`src/rtl/vga_timing_ctrl_if.sv`:
```
// Pixel stream and display bundle for the raster timing controller.
// The master side is the timing controller: it consumes pixels from the
// line buffer and drives the sync/blank/colour lines toward the display.
interface vga_timing_ctrl_if;
  logic        pix_valid;
  logic [23:0] pix_data;
  logic        pix_rd;
  logic        hsync;
  logic        vsync;
  logic        csync;
  logic        blank;
  logic [7:0]  red;
  logic [7:0]  green;
  logic [7:0]  blue;
  logic        frame_start;
  logic        underflow;

  modport master (
    input  pix_valid, pix_data,
    output pix_rd, hsync, vsync, csync, blank, red, green, blue,
           frame_start, underflow
  );

  modport slave (
    output pix_valid, pix_data,
    input  pix_rd, hsync, vsync, csync, blank, red, green, blue,
           frame_start, underflow
  );
endinterface

```
`src/rtl/vga_timing_ctrl.sv`:
```
// Programmable raster timing controller. Horizontal and vertical FSMs walk
// sync/back-porch/active/front-porch intervals whose lengths are sampled into
// shadow registers once per frame. Pixels are popped from the line buffer
// during active video and every display output is registered on clk_p.
module vga_timing_ctrl #(
  parameter int HW = 12,
  parameter int VW = 12
) (
  input  logic          clk_p,
  input  logic          rst_i,
  input  logic          en,
  input  logic [HW-1:0] h_sync_len,
  input  logic [HW-1:0] h_bp_len,
  input  logic [HW-1:0] h_act_len,
  input  logic [HW-1:0] h_fp_len,
  input  logic [VW-1:0] v_sync_len,
  input  logic [VW-1:0] v_bp_len,
  input  logic [VW-1:0] v_act_len,
  input  logic [VW-1:0] v_fp_len,
  input  logic          hpol,
  input  logic          vpol,
  input  logic          cpol,
  input  logic          bpol,
  vga_timing_ctrl_if.master vif
);

  typedef enum logic [1:0] {H_SYNC, H_BP, H_ACT, H_FP} hstate_t;
  typedef enum logic [1:0] {V_SYNC, V_BP, V_ACT, V_FP} vstate_t;

  hstate_t       hstate;
  vstate_t       vstate;
  logic [HW-1:0] hcnt;
  logic [VW-1:0] vcnt;

  // running is low on the first enabled cycle after reset or en rising;
  // that cycle uses the live length inputs while the shadows are loaded.
  logic          running;

  logic [HW-1:0] sh_h_sync, sh_h_bp, sh_h_act, sh_h_fp;
  logic [VW-1:0] sh_v_sync, sh_v_bp, sh_v_act, sh_v_fp;

  logic [HW-1:0] h_len;
  logic [VW-1:0] v_len;
  logic          line_end;
  logic          frame_end;
  logic          active;
  logic          hs_raw;
  logic          vs_raw;

  // Length of the interval currently being timed, horizontal and vertical
  always_comb begin
    h_len = '0;
    v_len = '0;
    case (hstate)
      H_SYNC: h_len = running ? sh_h_sync : h_sync_len;
      H_BP:   h_len = running ? sh_h_bp   : h_bp_len;
      H_ACT:  h_len = running ? sh_h_act  : h_act_len;
      H_FP:   h_len = running ? sh_h_fp   : h_fp_len;
      default: h_len = '0;
    endcase
    case (vstate)
      V_SYNC: v_len = running ? sh_v_sync : v_sync_len;
      V_BP:   v_len = running ? sh_v_bp   : v_bp_len;
      V_ACT:  v_len = running ? sh_v_act  : v_act_len;
      V_FP:   v_len = running ? sh_v_fp   : v_fp_len;
      default: v_len = '0;
    endcase
  end

  assign line_end  = (hstate == H_FP) && (hcnt == h_len);
  assign frame_end = line_end && (vstate == V_FP) && (vcnt == v_len);
  assign active    = (hstate == H_ACT) && (vstate == V_ACT);
  assign hs_raw    = en && (hstate == H_SYNC);
  assign vs_raw    = en && (vstate == V_SYNC);

  assign vif.pix_rd = en && active && vif.pix_valid;

  // Horizontal and vertical interval sequencing; en low parks at frame origin
  always_ff @(posedge clk_p or posedge rst_i) begin
    if (rst_i) begin
      hstate  <= H_SYNC;
      vstate  <= V_SYNC;
      hcnt    <= '0;
      vcnt    <= '0;
      running <= 1'b0;
    end else if (!en) begin
      hstate  <= H_SYNC;
      vstate  <= V_SYNC;
      hcnt    <= '0;
      vcnt    <= '0;
      running <= 1'b0;
    end else begin
      running <= 1'b1;
      if (hcnt == h_len) begin
        hcnt <= '0;
        case (hstate)
          H_SYNC:  hstate <= H_BP;
          H_BP:    hstate <= H_ACT;
          H_ACT:   hstate <= H_FP;
          default: hstate <= H_SYNC;
        endcase
      end else begin
        hcnt <= hcnt + 1'b1;
      end
      if (line_end) begin
        if (vcnt == v_len) begin
          vcnt <= '0;
          case (vstate)
            V_SYNC:  vstate <= V_BP;
            V_BP:    vstate <= V_ACT;
            V_ACT:   vstate <= V_FP;
            default: vstate <= V_SYNC;
          endcase
        end else begin
          vcnt <= vcnt + 1'b1;
        end
      end
    end
  end

  // Capture interval lengths at start-up and at each frame boundary
  always_ff @(posedge clk_p or posedge rst_i) begin
    if (rst_i) begin
      sh_h_sync <= '0;
      sh_h_bp   <= '0;
      sh_h_act  <= '0;
      sh_h_fp   <= '0;
      sh_v_sync <= '0;
      sh_v_bp   <= '0;
      sh_v_act  <= '0;
      sh_v_fp   <= '0;
    end else if (en && (!running || frame_end)) begin
      sh_h_sync <= h_sync_len;
      sh_h_bp   <= h_bp_len;
      sh_h_act  <= h_act_len;
      sh_h_fp   <= h_fp_len;
      sh_v_sync <= v_sync_len;
      sh_v_bp   <= v_bp_len;
      sh_v_act  <= v_act_len;
      sh_v_fp   <= v_fp_len;
    end
  end

  // Register display outputs one clock behind the state that produced them
  always_ff @(posedge clk_p or posedge rst_i) begin
    if (rst_i) begin
      vif.hsync       <= 1'b0;
      vif.vsync       <= 1'b0;
      vif.csync       <= 1'b0;
      vif.blank       <= 1'b1;
      vif.red         <= '0;
      vif.green       <= '0;
      vif.blue        <= '0;
      vif.frame_start <= 1'b0;
      vif.underflow   <= 1'b0;
    end else begin
      vif.hsync <= hs_raw ^ hpol;
      vif.vsync <= vs_raw ^ vpol;
      vif.csync <= (hs_raw | vs_raw) ^ cpol;
      vif.blank <= !(en && active) ^ bpol;
      if (en && active && vif.pix_valid) begin
        {vif.red, vif.green, vif.blue} <= vif.pix_data;
      end else begin
        {vif.red, vif.green, vif.blue} <= '0;
      end
      vif.underflow   <= en && active && !vif.pix_valid;
      vif.frame_start <= en && (hstate == H_SYNC) && (hcnt == '0) &&
                         (vstate == V_SYNC) && (vcnt == '0);
    end
  end

endmodule

```
`src/flat_wrapper.sv`:
```
// flat-port wrapper written by rule: the top's interface ports become plain ports
module vga_timing_ctrl_flat 
#(
  parameter int HW = 12,
  parameter int VW = 12
)
  (clk_p, rst_i, en, h_sync_len, h_bp_len, h_act_len, h_fp_len, v_sync_len, v_bp_len, v_act_len, v_fp_len, hpol, vpol, cpol, bpol, vif_pix_valid, vif_pix_data, vif_pix_rd, vif_hsync, vif_vsync, vif_csync, vif_blank, vif_red, vif_green, vif_blue, vif_frame_start, vif_underflow);
  vga_timing_ctrl_if vif_i ();
  input  logic clk_p;
  input  logic rst_i;
  input  logic en;
  input  logic [HW-1:0] h_sync_len;
  input  logic [HW-1:0] h_bp_len;
  input  logic [HW-1:0] h_act_len;
  input  logic [HW-1:0] h_fp_len;
  input  logic [VW-1:0] v_sync_len;
  input  logic [VW-1:0] v_bp_len;
  input  logic [VW-1:0] v_act_len;
  input  logic [VW-1:0] v_fp_len;
  input  logic hpol;
  input  logic vpol;
  input  logic cpol;
  input  logic bpol;
  input wire logic [$bits(vif_i.pix_valid)-1:0] vif_pix_valid;
  input wire logic [$bits(vif_i.pix_data)-1:0] vif_pix_data;
  output wire logic [$bits(vif_i.pix_rd)-1:0] vif_pix_rd;
  output wire logic [$bits(vif_i.hsync)-1:0] vif_hsync;
  output wire logic [$bits(vif_i.vsync)-1:0] vif_vsync;
  output wire logic [$bits(vif_i.csync)-1:0] vif_csync;
  output wire logic [$bits(vif_i.blank)-1:0] vif_blank;
  output wire logic [$bits(vif_i.red)-1:0] vif_red;
  output wire logic [$bits(vif_i.green)-1:0] vif_green;
  output wire logic [$bits(vif_i.blue)-1:0] vif_blue;
  output wire logic [$bits(vif_i.frame_start)-1:0] vif_frame_start;
  output wire logic [$bits(vif_i.underflow)-1:0] vif_underflow;
  assign vif_i.pix_valid = vif_pix_valid;
  assign vif_i.pix_data = vif_pix_data;
  assign vif_pix_rd = vif_i.pix_rd;
  assign vif_hsync = vif_i.hsync;
  assign vif_vsync = vif_i.vsync;
  assign vif_csync = vif_i.csync;
  assign vif_blank = vif_i.blank;
  assign vif_red = vif_i.red;
  assign vif_green = vif_i.green;
  assign vif_blue = vif_i.blue;
  assign vif_frame_start = vif_i.frame_start;
  assign vif_underflow = vif_i.underflow;
  vga_timing_ctrl #(.HW(HW), .VW(VW)) u_core (.clk_p(clk_p), .rst_i(rst_i), .en(en), .h_sync_len(h_sync_len), .h_bp_len(h_bp_len), .h_act_len(h_act_len), .h_fp_len(h_fp_len), .v_sync_len(v_sync_len), .v_bp_len(v_bp_len), .v_act_len(v_act_len), .v_fp_len(v_fp_len), .hpol(hpol), .vpol(vpol), .cpol(cpol), .bpol(bpol), .vif(vif_i));
endmodule
```
`config.mk`:
```
export PLATFORM = sky130hd
export DESIGN_NAME = vga_timing_ctrl_flat
export DESIGN_NICKNAME = d
export VERILOG_FILES = /design/src/rtl/vga_timing_ctrl_if.sv /design/src/rtl/vga_timing_ctrl.sv /design/src/flat_wrapper.sv
export SDC_FILE = /design/constraint.sdc
export NUM_CORES = 1
export LEC_CHECK = 0
export ABC_AREA = 0
export BUFFER_PORTS_ARGS = -buffer_cell sky130_fd_sc_hd__buf_2
export CORE_ASPECT_RATIO = 1.5
export CORE_MARGIN = 2
export CORE_UTILIZATION = 60
export CTS_BUF_LIST = sky130_fd_sc_hd__clkbuf_8
export DETAILED_ROUTE_END_ITERATION = 16
export PLACE_DENSITY = 0.9
export SKIP_LAST_GASP = 1
export SYNTH_ARGS = -nofsm -noshare
export SYNTH_HDL_FRONTEND = slang
export SYNTH_SLANG_ARGS = --single-unit
```
`constraint.sdc`:
```
create_clock -name clk_p -period 11.4 [get_ports clk_p]
set_clock_uncertainty 0.05 [all_clocks]
set_input_delay 2.28 -clock clk_p [delete_from_list [all_inputs] [get_ports clk_p]]
set_output_delay 2.28 -clock clk_p [all_outputs]
set_load 0.1 [all_outputs]
```
---- Word-level counts from Yosys, hierarchy flattened ----
Index checks and enable logic that the tools add are counted.
operators by class
  bitwise logic cells ..................... 5
  $mul .................................... 0
  divide/modulo/power cells ............... 0
  reductions and logical operators ........ 22
  muxes and demuxes ....................... 26
  equality and inequality tests ........... 11
  add/sub/neg operators ................... 2
  order comparisons ....................... 0
  shift operators ......................... 0
operator list
  operator               number
  $mux 12                13
  $pmux 12 s4            2
  $add 12x1->12 const B  2
  $eq 12x12->1           2
  $logic_not 12->1       2
  $mux 8                 3
  $logic_and 1x1->1      13
  $pmux 2 s3             2
  $mux 2                 5
  $eq 2x2->1 const B     4
  $ne 2x1->1 const B     3
  $eq 2x1->1 const B     2
  $logic_not 2->1        2
  $xor 1x1->1            4
  $logic_not 1->1        3
  $reduce_and 2->1       1
  $logic_or 1x1->1       1
  $mux 1                 1
  $or 1x1->1             1
storage, ports and cells
  ROM bits ................................ 0
  latch bits .............................. 0
  flip-flop bits (word level) ............. 155
  memory bits (writable) .................. 0
  input bits .............................. 128
  memories kept ........................... 0
  output and inout bits ................... 31
  word-level logic and storage cells ...... 88

---- Depth between registers and ports, before layout ----
Gate-level depths: netlist of the first run.
  depth after elaboration ................. 8
  mapped depth ............................ 14
  gate-level depth less buffers ........... 10

---- Worst setup path before layout of the first run ----
No wires, ideal clock.
  kind .................................... input to output
  start ................................... input port en
  end ..................................... output port vif_pix_rd
  setup slack ............................. 5.479 ns
  arrival ................................. 3.591 ns
  cell stages on the path ................. 3
  required time ........................... 9.070 ns
  cells stage by stage .................... nand3_1 nor2_1 clkbuf_1
on the way
  longest elaborated chain between the ends .. 2
RTL lines
  element                          line                   RTL
  from (decl)                      flat_wrapper.sv:11     input logic en;
  $logic_and 1x1->1 (2 in series)  vga_timing_ctrl.sv:76  assign vif.pix_rd = en && active && vif.pix_valid;
  to (decl)                        flat_wrapper.sv:26     output wire logic [$bits(vif_i.pix_rd)-1:0] vif_pix_rd;
No other way between the ends.

---- Worst setup path in the final report of the first run ----
Same ends and word-level chain as after synthesis.

==> results.yml, run 1 <==
setup_path:
  r2r-start: "u_core.hstate[0]"
  start_kind: "input pin"
  rr_worst_depth: 11
  reg2reg_to: "u_core.sh_v_sync[10]"
  worstSetupPathType: "in -> out"
  r2r_slack_ns: 7.21
  worstPathRequired_ns: 9.07
  cp_max_fo: 25
  cp-startpoint: "en"
  cp.arrival_ns: 3.60
  worstSetupEndpointType: "output port"
timing:
  fin_crit_sh_pct: 52.0
  max_freq_mhz: 169
  rsz0062_at_grt: "no"
  drv_slew: 0
  timing.final.ws_setup_ns: 5.47
  tightest_slew_ns: 1.10
  fin_crit_ns: 5.93
  finalHoldViolations: 0
  slew_headroom_pct: 26.5
  tns_ns: 0
  setup_violations: 0
floorplanning:
  dieArea_um2: 14000
  floorplan.rows: 51
  core_area_um2: 12900
  die_y_um: 144
  dieWidth_um: 97.3
  start_util_pct: 60.7
  ios: 159
hold_path:
  min_from: "u_core.sh_v_sync[6]"
  hold_depth: 1
  hold_path_class: "reg -> reg"
  min_to: "u_core.sh_v_sync[6]"
detailed_routing:
  drt_iter0_markers: 357
  viasPerCell: 6.05
  dr.pass1.iters: 7
  wl_per_cell_um: 18.4
  antenna_left: 0
  drc: 0
  routed_wl_um: 18600
  vias: 6118
grt:
  grt_pass1_wl_um: 30500
  grt_pass1_vias: 6373
  antenna_found_initial: 0
  overflow: 0
  grt_usage_pct: 27.5
  grt_max_degree: 93
pwr:
  leakage_nw: 4.16
  vdd_drop_max_v: 0.0000945
  power_density_nw_per_um2: 136
yosys:
  syn_nets: 841
  synth_largest_area_cell: "dfrtp_1"
  ys_types: 49
  synthCells: 701
  synth.most_common_cell: "dfrtp_1"
  postSynthAreaPerCell_um2: 11.2
  synth-seq-area-share_pct: 49.6
  async_reset_ff_share_pct: 100
  netlist_area_um2: 7830
  synth_edf_count: 0
  ys_top_cells_by_count: "dfrtp_1, mux2_2, nand2_1, nand3_1, a22oi_1"
  synth-seq-cells: 155
  synth_top_area_share_pct: 49.2
  synth_flop_cell: "dfrtp_1"
  synth_area_leaders: "dfrtp_1, mux2_2, a22oi_1"
  ys.warnings.count: 0
cells_and_area:
  nNetsFinal: 980
  antenna_cells: 0
  final_area_um2: 9080
  syn_to_final_growth_pct: 16.1
  drive_gt1_share_pct: 35.3
  fillers: 959
cts:
  htree_num_levels: 4
  clock_sinks: 155
  clkTransAtPathRegs_ns: 0.08
  insertion_delay_ns: 0.47
  holdBufCountCts: 0
  postCtsSetupBuffers: 0
  cts_tree: "done"
  clockBufferDepth: 2
  root_buffer: "clkbuf_8"
  post_cts_resized: 0
  numCtsBuffers: 17
placement:
  place_ws_ns: 5.47
  dpl_cell_area_um2: 8670
  hpwlAfterDp_um: 12900
  gp_congestion: 0.881
  port_buffers: 158
outcome:
  status: "finished, final reports clean"
run:
  drv_cap: 0
[cell families (layout without fill, tap and decap cells)]
group                      Yosys count  after routing  share of synthesized area [%]
AOI/OAI and AO/OA                  130            130                           12.2
buffers and inverters               65            217                           3.77
xor gates and xnor gates            35             35                           3.92
adders and majority gates           12             12                           1.92
muxes                              117            117                           16.5
DFF                                155            155                           49.6
and+or+nand+nor                    187            187                           12.1
[sequential cells by signal, indices dropped and copies added, names as in the netlist, 2 cells and up]
| register | cells |
|---|---|
| u_core.sh_h_act | 12 |
| u_core.hstate | 2 |
| u_core.vif.red | 8 |
| u_core.sh_h_bp | 12 |
| u_core.vif.green | 8 |
| u_core.hcnt | 12 |
| u_core.sh_v_sync | 12 |
| u_core.vcnt | 12 |
| u_core.vif.blue | 8 |
| u_core.sh_v_bp | 12 |
| u_core.vstate | 2 |
| u_core.sh_h_sync | 12 |
| u_core.sh_v_fp | 12 |
| u_core.sh_h_fp | 12 |
| u_core.sh_v_act | 12 |
[worst max-delay path by stage]
stage / end / slack (ns) / depth (start not counted)
6_report: vif_pix_rd / 5.47 / 5
5_1_grt: vif_pix_rd / 5.38 / 5
4_1_cts: vif_pix_rd / 5.46 / 5
3_5_place_dp: vif_pix_rd / 5.47 / 5
3_3_place_gp: vif_pix_rd / 5.45 / 5
2_1_floorplan: u_core.hcnt[0] / 4.89 / 1
[critical path, cell delays in order]
cell     delay [ns]
buf_2          0.25
nand3_1        0.20
nor2_1         0.17
buf_4          0.23
buf_2          0.46
[routing by layer]
layer	GRT usage, %	routed length [um]
met1	30.3	6970
met5	0	0
met3	6.03	1120
met4	14.5	806
met2	49.5	9690
[layout by cell type, fill, tap and decap left out, types with 2 or more instances in the layout]
cell type / synthesis / final
buf_2: 17 / 158
clkinvlp_4: 0 / 2
nor2_1: 26 / 26
dfrtp_1: 154 / 153
a222oi_1: 2 / 2
nor4_1: 8 / 8
o21a_1: 3 / 3
a22oi_1: 37 / 37
o31ai_1: 2 / 2
buf_4: 4 / 7
mux2_2: 96 / 96
or3_1: 2 / 2
a221oi_1: 12 / 12
clkbuf_8: 0 / 17
and3_1: 5 / 5
and2_1: 25 / 25
a211oi_1: 7 / 7
nand2_1: 44 / 44
a32o_1: 5 / 5
clkinv_8: 0 / 3
nand3_1: 40 / 40
inv_1: 20 / 19
o21ai_0: 10 / 10
nor2b_1: 3 / 3
ha_1: 12 / 12
nand2b_1: 10 / 10
a21oi_1: 24 / 24
o2bb2ai_1: 5 / 5
xor2_1: 20 / 20
a22o_1: 10 / 10
inv_8: 0 / 2
xnor2_1: 15 / 15
or4_1: 2 / 2
inv_6: 0 / 7
a31oi_1: 7 / 7
nor3_1: 8 / 8
mux2i_1: 21 / 21
nand4_1: 8 / 8
[layout make-up]
type	instances	area [um^2]	share of cell area [%]
tap	159	199	2.19
clock inverter	15	178	1.96
clock buffer	17	234	2.58
multi-input combinational	481	3670	40.4
inverter	20	80.1	0.881
timing repair buffer	165	843	9.28
sequential	155	3880	42.7
[report_power, final]
part	switching [W]	internal, W	total [W]
combinational	0.0000851	0.0000859	0.000171
clock	0.000241	0.000185	0.000425
sequential	0.0000342	0.000604	0.000638
[metrics by stage]
stage	hold WS (ns)	power, W	utilization, %	instances
finish	0.461	0.00123	70.5	1012
floorplan	0.420	0.000759	-	701
CTS	0.464	0.00124	70.5	1012
global route	0.473	0.00129	70.5	1012
detailed placement	0.443	0.000819	67.3	980
global placement	0.427	0.000809	67.3	980
Note: power is estimated with default switching activity, not from simulation.
==> inputs of run 2 (changes only) <==
--- a/config.mk
+++ b/config.mk
@@ -9,10 +9,10 @@
 export BUFFER_PORTS_ARGS = -buffer_cell sky130_fd_sc_hd__buf_2
 export CORE_ASPECT_RATIO = 1.5
 export CORE_MARGIN = 2
-export CORE_UTILIZATION = 60
+export CORE_UTILIZATION = 57
 export CTS_BUF_LIST = sky130_fd_sc_hd__clkbuf_8
 export DETAILED_ROUTE_END_ITERATION = 16
-export PLACE_DENSITY = 0.9
+export PLACE_DENSITY = 0.86
 export SKIP_LAST_GASP = 1
 export SYNTH_ARGS = -nofsm -noshare
 export SYNTH_HDL_FRONTEND = slang
==> constraint.sdc (replaced) <==
create_clock -name clk_p -period 5.49 [get_ports clk_p]
set_clock_uncertainty 0.05 [all_clocks]
set_input_delay 1.098 -clock clk_p [delete_from_list [all_inputs] [get_ports clk_p]]
set_output_delay 1.098 -clock clk_p [all_outputs]
set_load 0.1 [all_outputs]
==> run 2 against run 1 <==
Compared with the run above:
- setup slack worse by 4.3 ns
- wire length increased by 3.8%
- sequential cell count did not move
- first-iteration DRC count grew 7.3%
- final area increased by 0.33%
- via count is essentially flat
- combinational power increased by 110%
- global-route usage shrank 0.53 points
- non-clock buffer count up 3
- critical path type is now reg -> reg
- critical endpoint is now u_core.sh_h_act[10]
==> results.yml, run 2 (synthesis results as in run 1) <==
outcome:
  status: "finished, final reports clean"
timing:
  tns_ns: 0
  tightest_slew_ns: 1.14
  finalHoldViolations: 0
  fin_crit_sh_pct: 79.2
  slew_headroom_pct: 24.0
  fin_crit_ns: 4.35
  drv_slew: 0
  setup_violations: 0
  whs_ns: 0.457
  max_freq_mhz: 230
  rsz0062_at_grt: "no"
floorplanning:
  ios: 159
  dieArea_um2: 14700
  core_area_um2: 13500
  start_util_pct: 58.1
  floorplan.rows: 52
  die_y_um: 148
  dieWidth_um: 99.7
cells_and_area:
  most-common-layout-cells: "buf_2, dfrtp_1, mux2_2"
  fillers: 1061
  final_common_cell: "buf_2"
  syn_to_final_growth_pct: 16.4
  drive_gt1_share_pct: 35.2
  nNetsFinal: 983
  antenna_cells: 0
setup_path:
  worstSetupEndpointType: "register"
  r2r_slack_ns: 1.14
  cp.arrival_ns: 4.64
  r2r-start: "u_core.hstate[1]"
  slowest_stage: "ha_1"
  cp-endpoint: "u_core.sh_h_act[10]"
  cp-startpoint: "u_core.hstate[1]"
  worstPathRequired_ns: 5.78
  slowest_delay_ns: 0.68
  path_cells: "inv_1 > ha_1 > nand2b_1 > a21oi_1 > a221oi_1 > xnor2_1 > nand4_1 > nor3_1 > a2bb2oi_4 > buf_12 > mux2_2"
  start_kind: "register"
  rr_worst_depth: 11
  cp_max_fo: 71
  worstSetupPathType: "reg -> reg"
  reg2reg_to: "u_core.sh_h_act[10]"
cts:
  clockBufferDepth: 2
  clkTransAtPathRegs_ns: 0.08
  post_cts_resized: 0
  postCtsSetupBuffers: 0
  htree_num_levels: 4
  numCtsBuffers: 17
  root_buffer: "clkbuf_8"
  cts_tree: "done"
  clock_sinks: 155
  insertion_delay_ns: 0.45
  holdBufCountCts: 0
grt:
  grt_pass1_vias: 6256
  grt_max_degree: 125
  antenna_found_initial: 0
  grt_usage_pct: 26.9
  overflow: 0
  grt_pass1_wl_um: 30900
detailed_routing:
  dr.pass1.iters: 6
  vias: 6123
  wl_per_cell_um: 18.9
  routed_wl_um: 19300
  viasPerCell: 6.01
  drt_iter0_markers: 383
  antenna_left: 0
  drc: 0
placement:
  port_buffers: 158
  gp_congestion: 0.822
  hpwlAfterDp_um: 13700
pwr:
  power_density_nw_per_um2: 281
  leakage_nw: 4.19
  vdd_drop_max_v: 0.000191
hold_path:
  hold_path_class: "reg -> reg"
  hold_depth: 1
run:
  drv_cap: 0
-- run 2: changes by cell type in the layout (fill, tap and decap cells not counted), moves of 2 or more --
| cell | before | now |
|---|---|---|
| inv_6 | 7 | 3 |
| clkinv_4 | 1 | 3 |
| clkinv_8 | 3 | 0 |
| buf_4 | 7 | 9 |
| clkbuf_8 | 17 | 19 |
| inv_1 | 19 | 21 |
-- run 2: how the worst min path moves through the flow --
stage / start / end / slack (ns)
after floorplan: u_core.sh_v_sync[1] / u_core.sh_v_sync[1] / 0.42
after global placement: u_core.sh_v_sync[1] / u_core.sh_v_sync[1] / 0.43
after detailed placement: u_core.sh_v_sync[9] / u_core.sh_v_sync[9] / 0.44
after CTS: u_core.sh_v_sync[7] / u_core.sh_v_sync[7] / 0.46
after global routing: u_core.sh_v_bp[6] / u_core.sh_v_bp[6] / 0.47
final: u_core.sh_v_sync[9] / u_core.sh_v_sync[9] / 0.46
-- run 2: layout make-up --
type                       count  area (um^2)  area share (%)
clock buffer                  19          262            2.87
clock inverter                13          143            1.56
inverter                      20         80.1           0.879
multi-input combinational    481         3670            40.3
sequential                   155         3880            42.6
tap                          162          203            2.22
timing repair buffer         168          878            9.64
-- run 2: report_power, final --
part           leakage [nW]  internal, W  total (W)  switching (W)
sequential             1.93      0.00125    0.00132      0.0000693
clock                 0.207     0.000432   0.000874       0.000442
combinational          2.05     0.000180   0.000365       0.000185
-- run 2: metal layers --
metal / track usage, % / vias up / part of all wire [%]
li1: - / 2824 / -
met1: 31.1 / 3019 / 37
met2: 49.6 / 240 / 55
met3: 4.54 / 40 / 5.0
met4: 9.86 / 0 / 2.8
met5: 0 / - / 0
-- run 2: worst max-delay path: cells and delay by family (launching register included) --
family / cells / cell delay [ns]
adder cells (fa/ha/maj): 1 / 0.68
multiplexers: 1 / 0.39
XOR/XNOR: 1 / 0.12
AND/OR/NAND/NOR: 3 / 0.76
AO/OA/AOI/OAI: 3 / 1.26
flip-flops: 1 / 0.43
buffers and inverters: 2 / 0.52
-- run 2: metrics by stage --
step                      util, %  instance area, um^2  instances  power, W  setup WS [ns]
after floorplan                 -                 7830        701   0.00158          0.166
after global placement       64.7                 8710        986   0.00169           1.47
after detailed placement     64.7                 8710        986   0.00171           1.30
after CTS                    67.7                 9110       1018   0.00258           1.18
after global routing         67.7                 9110       1018   0.00266          0.894
final                        67.7                 9110       1018   0.00256           1.14
==> inputs of run 3 (changes only) <==
--- a/config.mk
+++ b/config.mk
@@ -9,10 +9,10 @@
 export BUFFER_PORTS_ARGS = -buffer_cell sky130_fd_sc_hd__buf_2
 export CORE_ASPECT_RATIO = 1.5
 export CORE_MARGIN = 2
-export CORE_UTILIZATION = 57
+export CORE_UTILIZATION = 52
 export CTS_BUF_LIST = sky130_fd_sc_hd__clkbuf_8
 export DETAILED_ROUTE_END_ITERATION = 16
-export PLACE_DENSITY = 0.86
+export PLACE_DENSITY = 0.83
 export SKIP_LAST_GASP = 1
 export SYNTH_ARGS = -nofsm -noshare
 export SYNTH_HDL_FRONTEND = slang
==> constraint.sdc (replaced) <==
create_clock -name clk_p -period 4 [get_ports clk_p]
set_clock_uncertainty 0.05 [all_clocks]
set_input_delay 0.8 -clock clk_p [delete_from_list [all_inputs] [get_ports clk_p]]
set_output_delay 0.8 -clock clk_p [all_outputs]
set_load 0.1 [all_outputs]
==> run 3 against run 2 <==
Compared with the run above:
- largest power group unchanged
- core utilization down 4.5 points
- largest cell class unchanged
- wire length is 0.11% lower
- combinational power is 38% higher
- register-to-register slack worse by 0.81 ns
- non-clock buffer count is 8 higher
- die area grew 9.3%
- worst hold slack worse by 0.0037 ns
==> results.yml, run 3 (synthesis results as in run 1) <==
grt:
  antenna_found_initial: 0
  grt_usage_pct: 24.8
  grt_pass1_wl_um: 31700
  grt_pass1_vias: 6401
  overflow: 0
  grt_max_degree: 97
setup_path:
  cp.arrival_ns: 3.95
  cp-startpoint: "u_core.vstate[0]"
  critPathTopFamily: "adder cells"
  rr_worst_depth: 10
  slowest_stage: "ha_1"
  critPathBufInv: 1
  cp_max_fo: 96
  path_cells: "ha_1 > a21oi_1 > a221oi_1 > a31oi_1 > xnor2_1 > nand4_1 > nor4_1 > a2bb2oi_4 > buf_12 > mux2_2"
  worstSetupEndpointType: "register"
  start_kind: "register"
  cp-endpoint: "u_core.sh_h_fp[5]"
  reg2reg_to: "u_core.sh_h_fp[5]"
  slowest_delay_ns: 0.84
  r2r-start: "u_core.vstate[0]"
  worstSetupPathType: "reg -> reg"
  r2r_slack_ns: 0.33
  worstPathRequired_ns: 4.28
  path_depth: 10
pwr:
  p_sw_share_pct: 28.9
  internal_power_w: 0.00250
  switchingPower_w: 0.00101
  p_clk_share_pct: 34.0
  seqPwrFrac_pct: 51.6
  leakage_nw: 4.23
  power_density_nw_per_um2: 380
  power_w: 0.00352
  comb_power_share_pct: 14.3
  vdd_drop_max_v: 0.000302
detailed_routing:
  antenna_left: 0
  dr.pass1.iters: 6
  vias: 6192
  wl_per_cell_um: 18.2
  viasPerCell: 5.84
  drc: 0
  routed_wl_um: 19300
  drt_iter0_markers: 340
cts:
  htree_num_levels: 4
  cts_tree: "done"
  post_cts_resized: 0
  clockBufferDepth: 2
  clock_sinks: 155
  clkTransAtPathRegs_ns: 0.09
  holdBufCountCts: 0
  insertion_delay_ns: 0.44
  root_buffer: "clkbuf_8"
  postCtsSetupBuffers: 0
  numCtsBuffers: 17
cells_and_area:
  most-common-layout-cells: "buf_2, dfrtp_1, mux2_2"
  drive_gt1_share_pct: 36.0
  fillers: 1196
  final_util_pct: 63.2
  antenna_cells: 0
  final_area_um2: 9270
  final_common_cell: "buf_2"
  nNetsFinal: 991
  syn_to_final_growth_pct: 18.4
  multi_input_area_um2: 3670
  regArea_um2: 3880
floorplanning:
  floorplan.rows: 54
  dieArea_um2: 16100
  core_area_um2: 14700
  start_util_pct: 53.4
  ios: 159
  die_y_um: 154
  dieWidth_um: 104
outcome:
  status: "finished, final reports clean"
timing:
  fin_crit_ns: 3.67
  finalHoldViolations: 0
  slew_headroom_pct: 32.6
  max_freq_mhz: 273
  drv_slew: 0
  rsz0062_at_grt: "no"
  tns_ns: 0
  tightest_slew_ns: 1.01
  setup_violations: 0
  fin_crit_sh_pct: 91.7
run:
  drv_cap: 0
placement:
  port_buffers: 158
  gp_congestion: 0.860
  dpl_cell_area_um2: 8850
  hpwlAfterDp_um: 14100
hold_path:
  hold_path_class: "reg -> reg"
[run 3: cell types whose count changed in the layout (fill, tap and decap cells not counted), moves of 2 or more]
cell | previous run | this run
buf_12 | 1 | 4
buf_4 | 9 | 15
clkbuf_8 | 19 | 17
clkinv_4 | 3 | 1
clkinv_8 | 0 | 3
inv_1 | 21 | 19
inv_8 | 1 | 5
[run 3: per-stage QoR]
| step | instances | hold WS, ns | setup WS, ns |
|---|---|---|---|
| floorplan | 701 | 0.420 | 0.667 |
| global placement | 1028 | 0.427 | 0.402 |
| detailed placement | 1028 | 0.439 | 0.328 |
| CTS | 1060 | 0.443 | 0.319 |
| global route | 1060 | 0.448 | 0.0514 |
| finish | 1060 | 0.453 | 0.332 |
[run 3: cell type report]
cell class | count | share of cell area [%]
flip-flops and latches | 155 | 41.9
well taps | 196 | 2.65
clock buffers | 17 | 2.52
inverters | 20 | 0.851
repair buffers | 176 | 10.6
multi-input cells | 481 | 39.6
clock inverters | 15 | 1.96
[run 3: power groups by stage]
stage	combinational, W	sequential, W	clock, W
after floorplan	0.000320	0.00185	0
after global placement	0.000489	0.00183	0
after detailed placement	0.000505	0.00184	0
after CTS	0.000508	0.00181	0.00123
after global routing	0.000551	0.00183	0.00129
final	0.000504	0.00182	0.00120
[run 3: worst min-delay path by stage]
stage	startpoint	end	depth (start not counted)
final	u_core.sh_v_sync[9]	u_core.sh_v_sync[9]	1
after global routing	vif_pix_valid	u_core.vif.underflow	2
after CTS	bpol	u_core.vif.blank	2
after detailed placement	u_core.sh_v_sync[9]	u_core.sh_v_sync[9]	1
after global placement	u_core.sh_v_sync[1]	u_core.sh_v_sync[1]	1
after floorplan	u_core.sh_v_sync[1]	u_core.sh_v_sync[1]	1
[run 3: routing by layer]
metal	part of all wire [%]	GRT usage (%)
met1	38	27.9
met2	54	45.0
met3	4.4	4.05
met4	4.3	12.8
met5	0	0
[run 3: worst register-to-register path: cells and delay by family, from the launching register on]
family,cells,cell delay (ns)
AO/OA/AOI/OAI,4,0.71
buffers and inverters,1,0.27
AND/OR/NAND/NOR,2,0.72
multiplexers,1,0.40
adder cells (fa/ha/maj),1,0.84
flip-flops,1,0.41
XOR/XNOR,1,0.16
